## src/rtl/priority_req_holder.sv

```systemverilog
// Request-holding stage for the 8-bit priority circuit: sticky pending vector out,
// one-hot select back in, registered grant with a valid/ready handshake.
//
// state | meaning
// IDLE  | no grant offered; arbitrate from pend and sel_i
// OFFER | grant_valid high, grant held until grant_ready
module priority_req_holder #(
  parameter int WIDTH  = 8,
  parameter int IDX_W  = 3,
  parameter int DROP_W = 8
) (
  input  logic              clk,
  input  logic              rst_n,
  input  logic [WIDTH-1:0]  req_i,
  output logic [WIDTH-1:0]  pend_o,
  input  logic [WIDTH-1:0]  sel_i,
  output logic              grant_valid,
  input  logic              grant_ready,
  output logic [WIDTH-1:0]  grant_onehot,
  output logic [IDX_W-1:0]  grant_idx,
  output logic [DROP_W-1:0] drop_cnt,
  output logic              err_o
);

  typedef enum logic {IDLE = 1'b0, OFFER = 1'b1} state_t;

  state_t           state;
  logic             accept;
  logic [WIDTH-1:0] clr;
  logic [WIDTH-1:0] pend_next;
  logic             drop_hit;
  logic             sel_onehot;
  logic             sel_subset;
  logic             sel_ok;

  function automatic logic [IDX_W-1:0] encode(input logic [WIDTH-1:0] v);
    logic [IDX_W-1:0] r;
    r = '0;
    for (int i = 0; i < WIDTH; i++) begin
      if (v[i]) r = i[IDX_W-1:0];
    end
    return r;
  endfunction

  assign accept     = grant_valid & grant_ready;
  assign clr        = accept ? grant_onehot : '0;
  // A request landing on the bit being cleared re-sets it: new request wins.
  assign pend_next  = (pend_o & ~clr) | req_i;
  assign drop_hit   = |(req_i & pend_o & ~clr);
  assign sel_onehot = (sel_i != '0) && ((sel_i & (sel_i - WIDTH'(1))) == '0);
  assign sel_subset = (sel_i & pend_o) == sel_i;
  assign sel_ok     = sel_onehot & sel_subset;

  always_ff @(posedge clk or negedge rst_n) begin
    if (!rst_n) begin
      pend_o <= '0;
    end else begin
      pend_o <= pend_next;
    end
  end

  always_ff @(posedge clk or negedge rst_n) begin
    if (!rst_n) begin
      drop_cnt <= '0;
    end else if (drop_hit && (drop_cnt != {DROP_W{1'b1}})) begin
      drop_cnt <= drop_cnt + DROP_W'(1);
    end
  end

  always_ff @(posedge clk or negedge rst_n) begin
    if (!rst_n) begin
      state        <= IDLE;
      grant_valid  <= 1'b0;
      grant_onehot <= '0;
      grant_idx    <= '0;
      err_o        <= 1'b0;
    end else begin
      case (state)
        IDLE: begin
          if (pend_o != '0) begin
            if (sel_ok) begin
              grant_onehot <= sel_i;
              grant_idx    <= encode(sel_i);
              grant_valid  <= 1'b1;
              state        <= OFFER;
            end else begin
              err_o <= 1'b1;
            end
          end
        end
        OFFER: begin
          // Grant is frozen until accepted; later higher-priority requests wait.
          if (grant_ready) begin
            grant_valid <= 1'b0;
            state       <= IDLE;
          end
        end
        default: begin
          state       <= IDLE;
          grant_valid <= 1'b0;
        end
      endcase
    end
  end

endmodule

```

## config.mk

```make
export PLATFORM = sky130hd
export DESIGN_NAME = priority_req_holder
export DESIGN_NICKNAME = d
export VERILOG_FILES = /design/src/rtl/priority_req_holder.sv
export SDC_FILE = /design/constraint.sdc
export NUM_CORES = 1
export LEC_CHECK = 0
export BUFFER_PORTS_ARGS = -buffer_cell sky130_fd_sc_hd__buf_2
export CORE_ASPECT_RATIO = 1.25
export CORE_MARGIN = 2
export CORE_UTILIZATION = 45
export CTS_CLUSTER_SIZE = 30
export DETAILED_ROUTE_END_ITERATION = 6
export PLACE_DENSITY = 0.84
export SLEW_MARGIN = 40
export SYNTH_ARGS = -nofsm -noshare
export SYNTH_HDL_FRONTEND = slang
export SYNTH_SLANG_ARGS = --single-unit
```

## constraint.sdc

```tcl
create_clock -name clk -period 2 [get_ports clk]
set_input_delay 0.4 -clock clk [delete_from_list [all_inputs] [get_ports clk]]
set_output_delay 0.4 -clock clk [all_outputs]
set_load 0.03 [all_outputs]
```

After elaboration in Yosys (flattened, before gate mapping) --
Cells that the tools add are included. Widths: inputs -> output; s select.
Cells by class: add/sub/neg operators 2, equality and inequality tests 5, mux-type cells 16, bitwise gates (word level) 11, reductions and logical operators 9
Operators by type and width (number):
- $and 8x8->8 | 5
- $mux 3 | 6
- $reduce_bool 8->1 | 2
- $reduce_and 3->1 | 3
- $add 8x1->8 const B | 1
- $eq 8x8->1 | 1
- $logic_not 8->1 | 1
- $mux 8 | 1
- $ne 8x8->1 const B | 1
- $not 8->8 | 1
- $or 8x8->8 | 1
- $reduce_or 8->1 | 1
- $sub 8x1->8 const B | 1
- $mux 1 | 7
- $ne 2x2->1 const B | 3
- $pmux 1 s2 | 2
- $and 1x1->1 | 2
- $logic_and 1x1->1 | 2
- $not 1->1 | 2
Storage, ports and cells: register bits 30, input bits 19, output and inout bits 29

Depth between registers and ports, before layout --
Gate-level depths: netlist of run 1.
depth after elaboration 8, gate-level depth with buffers 7, depth with buffers taken out 7

Least setup slack after synthesis of run 1 --
No wires, ideal clock.
path kind register -> register, start point register drop_cnt[0], end point register drop_cnt[1], setup time 0.125 ns, data arrival time 1.953 ns, setup slack -0.078 ns, stages on the path, launching flop included 7, cells stage by stage dfrtp_1 > ha_1 > and3_1 > and3_1 > and3_1 > a31oi_2 > mux2_2
On the way: word-level cells in the longest chain between the ends 2, elaborated cells on any way between the ends 3
Ends and longest elaborated chain:
- from (decl) | line 21 | output logic [DROP_W-1:0] drop_cnt,
- from (signal assigned) | line 66 | drop_cnt <= drop_cnt + DROP_W'(1);
- branches (longest 2 deep; another with $add 8x1->8)
Parallel ways; which one is timed is not known. A chain may end at the register's enable or synchronous reset.

Final worst setup path of run 1 --
start point register pend_o[3], end point register grant_idx[0]
On the way: word-level cells in the longest chain between the ends 4, elaborated cells on any way between the ends 5
Ends and longest elaborated chain:
- from (decl) | line 15 | output logic [WIDTH-1:0] pend_o,
- from (signal assigned) | line 58 | pend_o <= pend_next;
- $and 8x8->8 | line 51 | assign sel_subset = (sel_i & pend_o) == sel_i;
- $eq 8x8->1 | line 51
- $and 1x1->1 | line 52 | assign sel_ok = sel_onehot & sel_subset;
- $reduce_and 3->1 (no line) (*)
- to (signal assigned) | line 83 | grant_idx <= encode(sel_i);
- to (decl) | line 20 | output logic [IDX_W-1:0] grant_idx,
Mark *: on every way between the ends. The rest lies on a longest branch, timed or not.

==> out/qor.txt, run 1 <==
======================================================================================
Number of nets produced by synthesis ....................................          153
FP Rows .................................................................           23
Synth-to-layout area growth .............................................        31.4%
I/O pin total ...........................................................           48
Clock Latency Late Sink .................................................      0.28 ns
Worst Setup Path Type ................................................... flip-flop to flip-flop
Postcts setup bufs ......................................................            0
Per-instance average area after synthesis ...............................    11.2 um^2
Effective utilization at floorplan ......................................        46.8%
Levels on crit path .....................................................            6
Number of detailed-route iterations in the first pass ...................            6
Number of violations of the max-capacitance limit .......................            0
Leading cell type in the layout, fill and taps excluded .................        buf_2
Data required, critical path ............................................      2.16 ns
WHS .....................................................................     0.150 ns
Crit start category .....................................................    flip-flop
Clock tree root buffer cell .............................................     clkbuf_8
Fraction of final layout cells sized beyond drive strength 1 ............        42.8%
Gate family responsible for the most delay along the worst path ......... simple AND/OR/NAND/NOR gates
Critical R2R Capture .................................................... grant_idx[0]
Netlist Area Pre-Place ..................................................    1490 um^2
Vias per cell ...........................................................         5.43
Post-Place Cell Area ....................................................    1870 um^2
Maximum count of clock buffers along a single path ......................            2
Height of the die .......................................................      68.4 um
Via count of the first global-routing pass ..............................        1,255
DRT Wirelength ..........................................................      3530 um
Drt wl/cell .............................................................      14.8 um
Resize count post-CTS ...................................................            0
CP endpoint ............................................................. grant_idx[0]
First-pass GRT wire length ..............................................      5790 um
Post-route antenna net violation count ..................................            0
Post-Synthesis Cells ....................................................          133
Vias after detailed routing .............................................        1,292
Post-route clock period utilization .....................................        97.8%
Clock transition at the registers of the reported paths .................      0.06 ns
Number of synthesis warnings ............................................            0
Number of nets in the finished design ...................................          220
Flip-flop and latch count after synthesis ...............................           30
Fraction of post-synthesis cell area in the top cell type by area .......        50.3%
Total of fill cells in the finished design ..............................          273
Leading post-synthesis cells by cell area ............................... dfrtp_1 (50%), mux2_4 (8.0%), nand3_1 (5.0%)
Worst min-delay path class .............................................. input pin to async pin
Leakage component of the power ..........................................     0.917 nW
Transition time at the pin with the least slew margin ...................     0.653 ns
Setup repair after global routing missed its margin .....................          yes
Depth of the worst register-to-register path ............................            6
Design Area, Final ......................................................    1960 um^2
Start of the worst register-to-register path ............................    pend_o[3]
Longest individual stage delay on the worst path ........................      0.38 ns
Total core area .........................................................    3190 um^2
Width of the die ........................................................      55.5 um
Highest clock rate ......................................................    0.511 GHz
Final-report setup violation count ......................................            0
Largest net degree at the start of global routing .......................           31
Count of unique library cells instantiated by Yosys .....................           32
Signal arrival time at the worst endpoint ...............................      2.11 ns
DR DRC count ............................................................            0
Setup skew after layout .................................................   0.00776 ns
I/O Buffers .............................................................           47
Power Density ........................................................... 1210 nW/um^2
End-of-flow core utilization ............................................        61.5%
Number of buffer and inverter stages on the critical path ...............            0
Library cell contributing the largest single delay on the critical path .      dfrtp_2
Cells traversed along the worst timing path ............................. nand2b_1 > a211oi_1 > o2111ai_1 > nor4b_4 > and2_4 > mux2_2
Critical path origin ....................................................    pend_o[3]
TritonCTS clock tree ....................................................          yes
Number of antenna cells inserted ........................................            0
Half-perimeter wire length after placement ..............................      2770 um
Maximum vdd ir drop .....................................................       791 uV
Overall routing resource usage ..........................................        20.4%
Total power draw ........................................................      2.37 mW
Die outline area ........................................................    3800 um^2
Final critical delay including setup and external delays ................      1.96 ns
H-tree depth ............................................................            2
Endpoint class of the critical path .....................................    flip-flop
Setup tns final .........................................................         0 ns
Initial detailed-routing violation count ................................           34
Leading cell types in the layout, fill and taps excluded ................ buf_2 (47), dfrtp_1 (29), nand3_1 (15)
Outcome .................................................................    completed
Worst rel slew slack ....................................................        56.4%
Final Wtd Congestion ....................................................        0.822
Portion of the post-synthesis area used by sequential elements ..........        50.3%
R2R setup slack .........................................................      0.04 ns
Final number of hold-violating endpoints ................................            0
Antenna violations before repair ........................................            0
CTS sink count ..........................................................           30
Max Transition Viols Final ..............................................            0
Gr ovfl total ...........................................................            0
Largest fanout on the critical path .....................................            6
Hold_buf cts ............................................................            0
Largest area contributor in the netlist .................................      dfrtp_1
TritonCTS buffer count ..................................................            5
======================================================================================
[power by group]
group / internal [mW] / leakage [nW] / switching, mW
clock: 0.246 / 0.0395 / 0.209
combinational: 0.384 / 0.535 / 0.588
sequential: 0.779 / 0.342 / 0.166
total: 1.41 / 0.917 / 0.963
[state kept, by name, summed over array words and instances, names as in the netlist]
register,count
grant_onehot,8
err_o,1
grant_idx,3
drop_cnt,8
grant_valid,1
state,1
pend_o,8
[cells in the mapped netlist (all sizes together)]
cell type and instances:
dfrtp 30, nand3 15, mux2 12, a21o 11, nand2 8, inv 6, nor2 6, and3 5
xnor2 5, a31oi 4, a21oi 3, nand2b 3, nor2b 3, nor4 3, clkbuf 2, o21ai 2
o22ai 2, xor2 2, a211oi 1, and2 1, and4 1, buf 1, ha 1, nand3b 1
nor3 1, nor4b 1, o2111ai 1, o211ai 1, o31ai 1
[routing by layer]
metal  share of wire (%)  track usage [%]  up-vias  wire, um
met5                   0                0        -         0
met4                 1.9             8.54        0        66
met3                 7.7             6.05        8       270
met2                  49             34.7       60      1720
met1                  42             24.4      612      1470
li1                    -                -      612         -
[final cells by class]
type / instances / area (um^2) / share of cell area [%]
Clock buffer: 8 / 80.1 / 4.08
Inverter: 6 / 22.5 / 1.15
Multi-Input combinational cell: 95 / 711 / 36.2
Sequential cell: 30 / 752 / 38.3
Tap cell: 37 / 46.3 / 2.36
Timing Repair Buffer: 62 / 352 / 17.9
[worst reg2reg max path, cell delays in order (launching register included)]
cell,delay [ns]
dfrtp_2,0.38
nand2b_1,0.06
a211oi_1,0.22
o2111ai_1,0.17
nor4b_4,0.38
and2_4,0.27
mux2_2,0.35
[stage by stage]
step           worst slack [ns]  cells
2_1_floorplan           -0.0176    133
3_3_place_gp             -0.120    229
3_5_place_dp             -0.183    229
4_1_cts                  0.0339    237
5_1_grt                 -0.0253    238
6_report                 0.0448    238
[worst min-delay path by stage]
stage                 endpoint  slack (ns)  depth (start not counted)
6_report           drop_cnt[2]        0.15                          1
5_1_grt            drop_cnt[0]        0.20                          1
4_1_cts        grant_onehot[3]        0.16                          1
3_5_place_dp       drop_cnt[1]        0.47                          1
3_3_place_gp             err_o        0.44                          1
2_1_floorplan      drop_cnt[0]        0.10                          0
[cells by family after synthesis]
group / count (synthesis) / share of synthesized area [%]
AOI/OAI and AO/OA: 26 / 12.4
xor gates and xnor gates: 7 / 4.10
adders and majority gates: 1 / 0.837
buffers and inverters: 9 / 3.35
DFF: 30 / 50.3
muxes: 12 / 11.1
and+or+nand+nor: 48 / 18.0
Power figures use the tool's default switching activity.
==> run 2, diff against run 1 <==
ABC_AREA = 1   (was unset)
CORE_ASPECT_RATIO = 1.75   (was 1.25)
CORE_UTILIZATION = 56   (was 45)
PLACE_DENSITY = 0.94   (was 0.84)
clock period = 2.33 ns   (was 2 ns; I/O delays follow)
==> out/qor.txt, run 2 <==
====================================================================================
Outcome ...............................................................    completed
Resize count post-CTS .................................................            0
H-tree depth ..........................................................            2
Non-Filler Instances ..................................................          297
Placed Instances ......................................................          289
Gr ovfl total .........................................................            0
Endpoint class of the critical path ...................................    flip-flop
Setup skew after layout ...............................................   0.00491 ns
Final Wtd Congestion ..................................................        0.884
Setup repair after global routing missed its margin ...................           no
Worst min-delay path class ............................................ input pin to async pin
Storage element area ..................................................     751 um^2
Flip-flop and latch count after synthesis .............................           30
Post-Synthesis Cells ..................................................          220
Area of the multi-input gates .........................................     871 um^2
Critical R2R Capture .................................................. grant_idx[1]
I/O Buffers ...........................................................           47
Setup WS post-layout ..................................................     0.691 ns
Clock tree root buffer cell ...........................................     clkbuf_8
Largest area contributor in the netlist ...............................      dfrtp_1
Switching Fraction ....................................................        43.1%
TritonCTS clock tree ..................................................          yes
R2R setup slack .......................................................      0.69 ns
Part of the power in registers ........................................        39.6%
Synth-to-layout area growth ...........................................        18.3%
Total power draw ......................................................      2.01 mW
Total of fill cells in the finished design ............................          243
Vias after detailed routing ...........................................        1,624
CTS sink count ........................................................           30
Transition time at the pin with the least slew margin .................     0.638 ns
Number of synthesis warnings ..........................................            0
Power share of the clock group ........................................        21.3%
Share of flip-flops with an asynchronous set or reset after synthesis .         100%
Internal power ........................................................      1.14 mW
Worst rel slew slack ..................................................        57.5%
Per-instance average area after synthesis .............................    7.91 um^2
DRT Wirelength ........................................................      4200 um
Clock transition at the registers of the reported paths ...............      0.06 ns
Number of antenna cells inserted ......................................            0
Final critical delay including setup and external delays ..............      1.64 ns
Post-route antenna net violation count ................................            0
Total core area .......................................................    2930 um^2
Design Area, Final ....................................................    2060 um^2
Signal arrival time at the worst endpoint .............................      1.81 ns
Critical path origin ..................................................    pend_o[5]
Leading cell types in the layout, fill and taps excluded .............. nand2_1 (63), buf_2 (47), dfrtp_1 (30)
Die outline area ......................................................    3590 um^2
Maximum vdd ir drop ...................................................       582 uV
First-pass GRT wire length ............................................      7090 um
DR DRC count ..........................................................            0
I/O pin total .........................................................           48
Hold_buf cts ..........................................................            0
Largest net degree at the start of global routing .....................           31
Postcts setup bufs ....................................................            0
Antenna violations before repair ......................................            0
Clock Latency Late Sink ...............................................      0.28 ns
Effective utilization at floorplan ....................................        59.4%
Post-Place Cell Area ..................................................    1970 um^2
Leading cell type in the layout, fill and taps excluded ...............      nand2_1
Netlist Area Pre-Place ................................................    1740 um^2
Fraction of final layout cells sized beyond drive strength 1 ..........        29.7%
Leakage component of the power ........................................      1.12 nW
Half-perimeter wire length after placement ............................      3320 um
Number of violations of the max-capacitance limit .....................            0
Setup tns final .......................................................         0 ns
Leading post-synthesis cells by cell area ............................. dfrtp_1 (43%), nand2_1 (14%), nand3_1 (8.3%)
Depth of the worst register-to-register path ..........................            7
Post-route clock period utilization ...................................        70.3%
Drt wl/cell ...........................................................      14.1 um
Fraction of post-synthesis cell area in the top cell type by area .....        43.1%
FP Rows ...............................................................           26
Biggest regs .......................................................... drop_cnt: 8 flops, grant_onehot: 8 flops, pend_o: 8 flops
Width of the die ......................................................      46.1 um
Switching pwr .........................................................       866 uW
Portion of the post-synthesis area used by sequential elements ........        43.1%
Number of nets in the finished design .................................          288
Crit start category ...................................................    flip-flop
Number of detailed-route iterations in the first pass .................            4
Final number of hold-violating endpoints ..............................            0
Relative contribution of combinational cells to total power ...........        39.1%
Maximum count of clock buffers along a single path ....................            2
Count of flip-flops with a built-in enable after synthesis ............            0
Highest clock rate ....................................................    0.610 GHz
Number of nets produced by synthesis ..................................          240
Start of the worst register-to-register path ..........................    pend_o[5]
Power Density .........................................................  977 nW/um^2
Count of unique library cells instantiated by Yosys ...................           25
Via count of the first global-routing pass ............................        1,639
Data required, critical path ..........................................      2.50 ns
Worst Setup Path Type ................................................. flip-flop to flip-flop
Worst setup slack before clock tree synthesis .........................     0.503 ns
Max Transition Viols Final ............................................            0
Final-report setup violation count ....................................            0
Height of the die .....................................................      77.7 um
Post-synth top flop ...................................................      dfrtp_1
Largest fanout on the critical path ...................................           13
Leading post-synthesis cells by instance count ........................ nand2_1 (63), dfrtp_1 (30), nand3_1 (29)
Cell with the most instances after synthesis ..........................      nand2_1
TritonCTS buffer count ................................................            5
Vias per cell .........................................................         5.47
Initial detailed-routing violation count ..............................           69
Overall routing resource usage ........................................        27.8%
====================================================================================
run 2: cell count changes after synthesis, sizes merged, moves of 4 or more:
cell / before / now
a21o: 11 / 7
a31oi: 4 / 0
and3: 5 / 0
buf: 1 / 6
inv: 6 / 20
mux2: 12 / 0
nand2: 8 / 75
nand3: 15 / 31
nand4: 0 / 11
nor2: 6 / 20
o21ai: 2 / 7
o21bai: 0 / 4
xnor2: 5 / 1
run 2: area by class of cell:
type	count	share of cell area (%)
multi-input combinational	164	42.3
clock buffer	7	4.19
inverter	20	3.65
sequential	30	36.5
clock inverter	1	0.243
timing repair buffer	47	11.4
tap	28	1.70
run 2: logic make-up (layout without fill, tap and decap cells):
| kind of cell | after synthesis | in the layout | share of synthesized area (%) |
|---|---|---|---|
| buffers and inverters | 26 | 75 | 6.83 |
| adder cells (fa/ha/maj) | 1 | 1 | 0.719 |
| XOR/XNOR | 6 | 6 | 3.02 |
| AND/OR/NAND/NOR | 138 | 138 | 38.8 |
| AO/OA/AOI/OAI | 19 | 19 | 7.48 |
| flip-flops | 30 | 30 | 43.1 |
run 2: how the worst max path moves through the flow:
stage / end / slack [ns] / depth (start not counted)
floorplan: drop_cnt[6] / 0.78 / 7
global placement: grant_idx[0] / 0.55 / 11
detailed placement: grant_idx[1] / 0.50 / 9
CTS: grant_idx[1] / 0.68 / 9
global route: grant_onehot[0] / 0.51 / 9
finish: grant_idx[1] / 0.69 / 7
run 2: stage by stage:
step           hold WS (ns)  utilization (%)
3_5_place_dp          0.458             67.2
3_3_place_gp          0.457             67.2
6_report              0.197             70.3
2_1_floorplan         0.170                -
4_1_cts               0.225             70.3
5_1_grt               0.248             70.3
run 2: worst max-delay path, cell delays in order (launching register included):
cell,delay [ns]
dfrtp_1,0.40
inv_1,0.09
o21ai_1,0.20
nand3_1,0.15
nor2_4,0.28
nand3_4,0.24
nand2_1,0.12
nand2_1,0.05
run 2: power groups by stage:
stage	Combinational, mW	Clock [mW]	Sequential (mW)
3_5_place_dp	0.785	0	0.803
4_1_cts	0.794	0.435	0.798
6_report	0.785	0.428	0.797
2_1_floorplan	0.326	0	1.02
5_1_grt	0.854	0.457	0.820
3_3_place_gp	0.754	0	0.799
run 2: per-layer routing:
metal	share of wire (%)	track usage (%)
met2	58	49.9
met5	0	0
met4	2.6	14.9
met1	35	26.6
met3	4.7	6.98
==> run 3, diff against run 2 <==
CORE_UTILIZATION = 47   (was 56)
PLACE_DENSITY = 0.85   (was 0.94)
clock period = 1.4 ns   (was 2.33 ns; I/O delays follow)
==> out/qor.txt, run 3 (synthesis results as in run 2) <==
======================================================================================
Outcome ................................................................. finished, violations left
Violations in the final reports ......................................... negative hold slack, negative setup slack
Final critical delay including setup and external delays ................      1.47 ns
Clock tree root buffer cell .............................................     clkbuf_8
TritonCTS clock tree ....................................................          yes
Total core area .........................................................    3590 um^2
Final-report setup violation count ......................................            7
Longest individual stage delay on the worst path ........................      0.40 ns
Largest net degree at the start of global routing .......................           31
Clock Latency Late Sink .................................................      0.29 ns
First-pass GRT wire length ..............................................      7660 um
Number of buffer and inverter stages on the critical path ...............            2
H-tree depth ............................................................            2
Effective utilization at floorplan ......................................        48.5%
Vias after detailed routing .............................................        1,807
DRT Wirelength ..........................................................      5020 um
Via count of the first global-routing pass ..............................        1,741
I/O Buffers .............................................................           47
Gate family responsible for the most delay along the worst path ......... simple AND/OR/NAND/NOR gates
Die outline area ........................................................    4230 um^2
Antenna violations before repair ........................................            0
Width of the die ........................................................        50 um
Library cell contributing the largest single delay on the critical path .      dfrtp_2
Number of antenna cells inserted ........................................            0
Leakage component of the power ..........................................      1.28 nW
Setup WS post-layout ....................................................   -0.0664 ns
Maximum vdd ir drop .....................................................       905 uV
Fraction of final layout cells sized beyond drive strength 1 ............        51.2%
Overall routing resource usage ..........................................        23.7%
Final Wtd Congestion ....................................................        0.824
I/O pin total ...........................................................           48
Half-perimeter wire length after placement ..............................      3340 um
CTS sink count ..........................................................           30
TritonCTS buffer count ..................................................            5
Synth-to-layout area growth .............................................        43.7%
Leading cell type in the layout, fill and taps excluded .................        buf_2
Post-route antenna net violation count ..................................            0
Largest fanout on the critical path .....................................            7
Total of fill cells in the finished design ..............................          282
DR DRC count ............................................................            0
Total power draw ........................................................      3.70 mW
Clock transition at the registers of the reported paths .................      0.06 ns
Signal arrival time at the worst endpoint ...............................      1.64 ns
Power Density ........................................................... 1480 nW/um^2
Setup tns final .........................................................    -0.266 ns
Storage element area ....................................................     764 um^2
Max Transition Viols Final ..............................................            0
Maximum count of clock buffers along a single path ......................            2
Area of the multi-input gates ...........................................    1060 um^2
Crit start category .....................................................    flip-flop
Worst rel slew slack ....................................................        73.9%
Number of violations of the max-capacitance limit .......................            0
Biggest regs ............................................................ drop_cnt: 8 flops, grant_onehot: 8 flops, pend_o: 8 flops
Initial detailed-routing violation count ................................           33
Final number of hold-violating endpoints ................................           11
Vias per cell ...........................................................         5.27
Cells traversed along the worst timing path ............................. inv_1 > nand2_1 > nand3_1 > inv_1 > nand2_2 > nor2_4 > nand3_4 > nand2_2 > nand2_1
Worst min-delay path class .............................................. input pin to async pin
Data required, critical path ............................................      1.58 ns
Post-route clock period utilization .....................................         105%
Height of the die .......................................................      84.5 um
Number of nets in the finished design ...................................          316
Setup skew after layout .................................................   0.00457 ns
Endpoint class of the critical path .....................................    flip-flop
Gr ovfl total ...........................................................            0
FP Rows .................................................................           29
Highest clock rate ......................................................    0.682 GHz
Number of detailed-route iterations in the first pass ...................            4
WHS .....................................................................  -0.00611 ns
Leading cell types in the layout, fill and taps excluded ................ buf_2 (46), nand2_1 (45), nand2_2 (29)
Transition time at the pin with the least slew margin ...................     0.391 ns
Worst Setup Path Type ................................................... flip-flop to flip-flop
Drt wl/cell .............................................................      14.6 um
Setup repair after global routing missed its margin .....................          yes
======================================================================================
## run 3: power by group
group          internal (mW)  switching, mW  leakage [nW]  total [mW]
Sequential              1.09          0.266         0.340        1.35
Combinational          0.610          0.999         0.890        1.61
Clock                  0.396          0.338        0.0482       0.734
## run 3: what timing repair did
action,4_1_cts,5_1_grt
hold buffers,0,0
gates cloned,2,1
setup buffers,4,6
pin swaps,5,22
gates resized for setup,10,39
setup endpoints to repair,17,19
## run 3: routing by layer
metal	wire length [um]	track usage (%)	up-vias	part of all wire (%)
met5	0	0	-	0
met2	2930	42.5	48	58
met4	165	15.2	0	3.3
met1	1770	23.7	869	35
met3	159	5.34	16	3.2
li1	-	-	874	-
## run 3: worst paths after layout
kind | startpoint | end | slack [ns] | cells after the start
min in group clk | req_i[1] | pend_o[1] | 0.19 | 2
worst max register to register | pend_o[6] | grant_onehot[4] | -0.07 | 9
max in group asynchronous | rst_n | pend_o[5] | 1.10 | 2
worst min register to register | grant_idx[0] | grant_idx[0] | 0.46 | 2
worst min-delay path | rst_n | pend_o[7] | -0.006 | 2
worst max-delay path | pend_o[6] | grant_onehot[4] | -0.07 | 9
## run 3: per-stage QoR
step / utilization (%) / instance area (um^2) / setup slack [ns] / hold WS [ns] / cells
global placement: 59.3 / 2130 / -0.0295 / 0.310 / 322
detailed placement: 59.3 / 2130 / -0.0931 / 0.321 / 322
CTS: 64.3 / 2310 / -0.0275 / 0.00999 / 336
finish: 69.6 / 2500 / -0.0664 / -0.00611 / 343
floorplan: - / 1770 / 0.0111 / -0.0156 / 220
global route: 69.6 / 2500 / -0.130 / 0.0251 / 343
## run 3: final cells by class
cell class                      count  area share [%]
Clock buffer                        7            3.45
Clock inverter                      1           0.200
Multi-Input combinational cell    167            42.2
Tap cell                           46            2.30
Sequential cell                    30            30.6
Inverter                           20            3.00
Timing Repair Buffer               72            18.3
## run 3: worst register-to-register path: stages, from the launching register on
cell	delay (ns)
dfrtp_2	0.40
inv_1	0.08
nand2_1	0.06
nand3_1	0.08
inv_1	0.10
nand2_2	0.08
nor2_4	0.20
nand3_4	0.18
nand2_2	0.12
nand2_1	0.06
